==> src/rtl/lm32_mul_pkg.sv <==
// Shared mode encodings and limb sizing for the pipelined LM32 multiplier.
package lm32_mul_pkg;

  typedef enum logic [1:0] {
    MUL_LO  = 2'b00,
    MULH_SS = 2'b01,
    MULH_SU = 2'b10,
    MULH_UU = 2'b11
  } mul_mode_e;

  // Number of LIMB-bit slices covering a WIDTH+1 bit extended operand.
  function automatic int limb_count(input int width, input int limb);
    return (width + limb) / limb;
  endfunction

endpackage

==> src/rtl/lm32_mul_limb.sv <==
// One registered LIMB x LIMB unsigned partial product; holds its value while en is low.
module lm32_mul_limb #(
  parameter int LIMB = 17
) (
  input  logic              clk_i,
  input  logic              rst_n_i,
  input  logic              en,
  input  logic [LIMB-1:0]   a,
  input  logic [LIMB-1:0]   b,
  output logic [2*LIMB-1:0] p
);

  always_ff @(posedge clk_i or negedge rst_n_i) begin
    if (!rst_n_i) begin
      p <= '0;
    end else if (en) begin
      p <= (2*LIMB)'(a) * (2*LIMB)'(b);
    end
  end

endmodule

==> src/rtl/lm32_mul_pipe.sv <==
// Three-stage pipelined multiplier (A: operands, B: limb products, C: summed product).
// Result two edges after capture; stall_x bubbles stage A, stall_m freezes A and B.
module lm32_mul_pipe
  import lm32_mul_pkg::*;
#(
  parameter int WIDTH = 32,
  parameter int LIMB  = 17
) (
  input  logic             clk_i,
  input  logic             rst_n_i,
  input  logic             stall_x,
  input  logic             stall_m,
  input  logic             kill_x,
  input  logic             valid_x,
  input  logic [1:0]       mode_x,
  input  logic [WIDTH-1:0] operand_0,
  input  logic [WIDTH-1:0] operand_1,
  output logic [WIDTH-1:0] result,
  output logic             result_valid
);

  localparam int N  = limb_count(WIDTH, LIMB);
  localparam int EW = N * LIMB;

  mul_mode_e                  mode_a, mode_b, mode_c;
  logic                       valid_a, valid_b, valid_c;
  logic [WIDTH-1:0]           op0_a, op1_a;
  logic                       sgn0_a, sgn1_a;
  logic [EW-1:0]              ext0_a, ext1_a;
  logic [WIDTH+1:0]           corr_a, corr_b;
  logic [N*N-1:0][2*LIMB-1:0] pp_b;
  logic [2*WIDTH-1:0]         sum_b, prod_c;
  logic                       adv_b;

  assign adv_b = ~stall_m;

  // Stage A: capture on an unstalled X, bubble on stall_x alone, freeze on stall_m.
  always_ff @(posedge clk_i or negedge rst_n_i) begin
    if (!rst_n_i) begin
      valid_a <= 1'b0;
      mode_a  <= MUL_LO;
      op0_a   <= '0;
      op1_a   <= '0;
    end else if (!stall_m) begin
      if (stall_x) begin
        valid_a <= 1'b0;
      end else begin
        valid_a <= valid_x & ~kill_x;
        mode_a  <= mul_mode_e'(mode_x);
        op0_a   <= operand_0;
        op1_a   <= operand_1;
      end
    end
  end

  // Limbs are unsigned, so a signed operand's top bit (weight -2^WIDTH) is fed in as
  // +2^WIDTH and the excess 2^(WIDTH+1) * other_operand is subtracted back in stage C.
  always_comb begin
    sgn0_a = (mode_a == MULH_SS || mode_a == MULH_SU) && op0_a[WIDTH-1];
    sgn1_a = (mode_a == MULH_SS) && op1_a[WIDTH-1];
    ext0_a = '0;
    ext0_a[WIDTH:0] = {sgn0_a, op0_a};
    ext1_a = '0;
    ext1_a[WIDTH:0] = {sgn1_a, op1_a};
    corr_a = (sgn0_a ? {1'b0, sgn1_a, op1_a} : '0)
           + (sgn1_a ? {1'b0, sgn0_a, op0_a} : '0);
  end

  for (genvar gi = 0; gi < N; gi++) begin : g_row
    for (genvar gj = 0; gj < N; gj++) begin : g_col
      lm32_mul_limb #(.LIMB(LIMB)) u_limb (
        .clk_i   (clk_i),
        .rst_n_i (rst_n_i),
        .en      (adv_b),
        .a       (ext0_a[gi*LIMB +: LIMB]),
        .b       (ext1_a[gj*LIMB +: LIMB]),
        .p       (pp_b[gi*N+gj])
      );
    end
  end

  always_ff @(posedge clk_i or negedge rst_n_i) begin
    if (!rst_n_i) begin
      valid_b <= 1'b0;
      mode_b  <= MUL_LO;
      corr_b  <= '0;
    end else if (adv_b) begin
      valid_b <= valid_a;
      mode_b  <= mode_a;
      corr_b  <= corr_a;
    end
  end

  // Only the low 2*WIDTH bits matter, so every term is truncated before shifting.
  always_comb begin
    sum_b = '0;
    for (int i = 0; i < N; i++) begin
      for (int j = 0; j < N; j++) begin
        sum_b = sum_b + ((2*WIDTH)'(pp_b[i*N+j]) << ((i + j) * LIMB));
      end
    end
    sum_b = sum_b - ((2*WIDTH)'(corr_b) << (WIDTH + 1));
  end

  // Stage C reloads every edge; a frozen stage B keeps it stable during stall_m.
  always_ff @(posedge clk_i or negedge rst_n_i) begin
    if (!rst_n_i) begin
      valid_c <= 1'b0;
      mode_c  <= MUL_LO;
      prod_c  <= '0;
    end else begin
      valid_c <= valid_b;
      mode_c  <= mode_b;
      prod_c  <= sum_b;
    end
  end

  assign result       = (mode_c == MUL_LO) ? prod_c[WIDTH-1:0] : prod_c[2*WIDTH-1:WIDTH];
  assign result_valid = valid_c;

endmodule

==> config.mk <==
export PLATFORM = sky130hd
export DESIGN_NAME = lm32_mul_pipe
export DESIGN_NICKNAME = d
export VERILOG_FILES = /design/src/rtl/lm32_mul_pkg.sv /design/src/rtl/lm32_mul_limb.sv /design/src/rtl/lm32_mul_pipe.sv
export SDC_FILE = /design/constraint.sdc
export NUM_CORES = 2
export LEC_CHECK = 0
export ABC_CLOCK_PERIOD_IN_PS = 8600
export CORE_UTILIZATION = 30
export DETAILED_ROUTE_END_ITERATION = 10
export DONT_BUFFER_PORTS = 1
export SLEW_MARGIN = 20
export SYNTH_ARGS = -nofsm -noshare
export SYNTH_HDL_FRONTEND = slang
export SYNTH_SLANG_ARGS = --single-unit
export TNS_END_PERCENT = 1
==> constraint.sdc <==
create_clock -name clk_i -period 8.6 [get_ports clk_i]
set_input_delay 0.86 -clock clk_i [delete_from_list [all_inputs] [get_ports clk_i]]
set_output_delay 0.86 -clock clk_i [all_outputs]
set_load 0.03 [all_outputs]
==> key figures <==
Run status
  – Outcome: finished with violations
  – Failing checks: DRC

Placed design
  – Routability Congestion: 0.911
  – Port Buffers: 0
  – Dpl hpwl: 124 mm

GRT
  – Total track usage: 17.4%
  – Largest net degree at the start of global routing: 310
  – Initial antenna violation count: 28
  – Grt total ovfl: 0
  – First-pass GRT wire length: approximately 240 mm
  – Vias in the first global route: 41500

STA
  – Fmax achieved: 0.135 GHz
  – Hold Vio Cnt, Final: 0
  – Tmin final: 7420 ps
  – Final period utilization: 86.3%
  – Worst slew pin tran: 1170 ps
  – Worst slew margin: 21.7%
  – Clk_skew: 77.5 ps
  – Final setup viols: 0
  – Unrepaired setup endpoints after global routing: no
  – Max-slew violation count: 0
  – Post-route setup TNS: 0 ps

Synth
  – Largest family of logic cells by synthesized area: adder cells
  – Post-synth cell types: 87
  – Syn Inst Count: 5981
  – Yosys warnings: 0
  – EDFF count, synth: 0
  – Register area share after synthesis: 13.9%
  – Top_reg_cell synth: dfrtp_1
  – Post-synthesis instance area: 53500 um2
  – Synth Area in Simple Gates: 14.7%
  – Xor and xnor area share after synthesis: approximately 2.8%
  – Synth Area per Inst: 8.94 um2
  – Yosys reg bits: 298
  – Compound-Gate Fraction of Synth Area: 8.54%
  – Adder-cell share of the synthesized area: 46.2%
  – Post-Syn Nets: 7498
  – Asr flop ratio synth: 100%
  – Post-synthesis mux area share: under 10%

Final layout
  – Nets@finish: 7355
  – Most common library cell in the layout ignoring fill and taps: inv_1
  – Layout Utilization: 32.6%
  – Commonest non-fill, non-tap cells in the layout: inv_1, fa_1, nand2_1, ha_1, and2_1
  – Ratio of cells with drive above 1 in the final layout: 5.57%
  – Layout overhead on the synthesized area: 7.64%

Die
  – Die Y: 424 um
  – Die Area: 180000 um2
  – Core box area: 177000 um2
  – Initial core utilization: 30.3%
  – Die Wd: ~420 um
  – # rows: roughly 150
  – Boundary Pins: 105

Run
  – Max cap viols: 0

Route
  – Routed WL per cell: 18.8 um
  – Remaining DRCs: 27
  – Total routed wirelength: 155 mm
  – Vias: 39400
  – Antenna-violating nets left: 0
  – 1st-iter DRT viols: around 2700
  – Drt first pass iters: 10
  – Vias per cell: roughly 4.8

Critical path
  – CP Max Fanout: 16
  – WP data arrival: 7880 ps
  – CP Data Required Time: between 9000 and 10000 ps
  – Setup crit end kind: flop
  – Startpoint class of the critical path: flop
  – Critical path type: reg2reg

Clock tree
  – Clk_lat worst skew: 670 ps
  – Clk sink count: 298
  – CTS H-tree depth: 2
  – CTS tree: yes
  – Resized Gates After CTS: 0
  – Root Buffer: clkbuf_16
  – Clock slew at the register clock pins of the worst setup and hold paths: roughly 60 ps
  – CTS Buffer Depth: 3
  – CTS Buf Count: 39

Worst hold path
  – Worst hold path type: in2async
[timing repair]
item / 4_1_cts / 5_1_grt
buffers inserted: 0 / 0
hold buffers: 2 / 0
setup endpoints to repair: 0 / 0
hold endpoints to repair: 184 / 0
[synth_stat cells (all sizes together) (5+ instances only)]
cell / instances / area [um2]
a2111oi: 7 / 80.1
a211oi: 31 / 253
a21o: 95 / 713
a21oi: 195 / 991
a31oi: 17 / 113
and2: 461 / 2880
and3: 52 / 325
buf: 12 / 48.8
clkbuf: 264 / 991
dfrtp: 298 / 7460
fa: 885 / 17700
ha: 560 / 7010
inv: 1308 / 4910
mux2: 118 / 1330
mux2i: 6 / 60.1
nand2: 849 / 3190
nand2b: 21 / 131
nand3: 42 / 215
nand4: 21 / 138
nor2: 103 / 387
nor2b: 17 / 106
nor3: 34 / 170
nor3b: 7 / 52.6
o2111ai: 6 / 52.6
o211ai: 16 / 125
o21a: 23 / 180
o21ai: 208 / 1060
o21bai: 40 / 308
o31a: 6 / 53.8
o31ai: 20 / 169
o41ai: 5 / 58.8
or2: 7 / 43.8
or3: 11 / 68.8
xnor2: 106 / 928
xor2: 68 / 596
[registers in the layout (all words and copies together) (netlist names)]
register,cells
mode_b,2
g_row.g_col.u_limb.p,130
prod_c,64
valid_a,1
op0_a,32
result_valid,1
op1_a,32
valid_b,1
mode_c,2
mode_a,2
corr_b,31
[routing by layer]
layer	share of wire (%)	global-route usage, %	vias up	routed length, um
met4	3.0	4.93	30	4570
met1	44	23.2	20000	67500
met3	6.7	3.31	225	10400
li1	-	-	18100	-
met5	0.11	0	-	174
met2	47	28.7	1086	72100
[path summary, 6_finish.rpt]
| check | startpoint | endpoint | slack, ps | depth (start not counted) |
|---|---|---|---|---|
| setup reg to reg | op0_a[5] | g_row[0].g_col[1].u_limb.p[32] | 1180 | 22 |
| setup / recovery | op0_a[5] | g_row[0].g_col[1].u_limb.p[32] | 1180 | 22 |
| min in group clk_i | operand_1[5] | op1_a[5] | 330 | 1 |
| max in group asynchronous | rst_n_i | op0_a[8] | 7470 | 2 |
| hold / removal | rst_n_i | g_row[0].g_col[0].u_limb.p[1] | 110 | 1 |
| hold reg to reg | mode_b[1] | mode_c[1] | 370 | 0 |
[critical path: stages (launching register included)]
cell       delay [ps]
dfrtp_1           980
buf_4             370
buf_4             210
and2_1            180
fa_1              400
inv_1              90
fa_1              430
fa_1              500
inv_1              50
fa_1              470
inv_1              50
fa_1              380
fa_1              530
inv_1              50
ha_1              320
a2111oi_0         490
nand2_1           160
o21ai_1           220
nand2_1           150
a2111oi_0         710
o21bai_1          230
xnor2_1           180
mux2i_1            90
[cell families after synthesis]
family / Yosys count
flip-flops: 298
adder cells (fa/ha/maj): 1445
XOR/XNOR: 174
multiplexers: 124
AND/OR/NAND/NOR: 1645
AO/OA/AOI/OAI: 711
buffers and inverters: 1584
[through the flow]
| step | hold WS (ps) | cells | cell area [um2] | worst slack, ps |
|---|---|---|---|---|
| CTS | 226 | 8207 | 57500 | 1390 |
| global route | 113 | 8213 | 57600 | 891 |
| global placement | 355 | 8134 | 56100 | 1450 |
| floorplan | 349 | 5981 | 53500 | 1970 |
| finish | 108 | 8217 | 57600 | 1180 |
| detailed placement | 365 | 8134 | 56100 | 1400 |
[layout make-up]
cell class / instances / area (um2)
antenna: 9 / 22.5
tap: 2340 / 2930
inverter: 1308 / 4910
sequential: 298 / 7460
multi-input combinational: 4099 / 40100
timing repair buffer: 92 / 751
clock inverter: 27 / 382
clock buffer: 44 / 1020
fill: 18300 / 119000
Power is not shown: default switching activity piles up to over one toggle a cycle in this logic, so the estimate is an artifact.
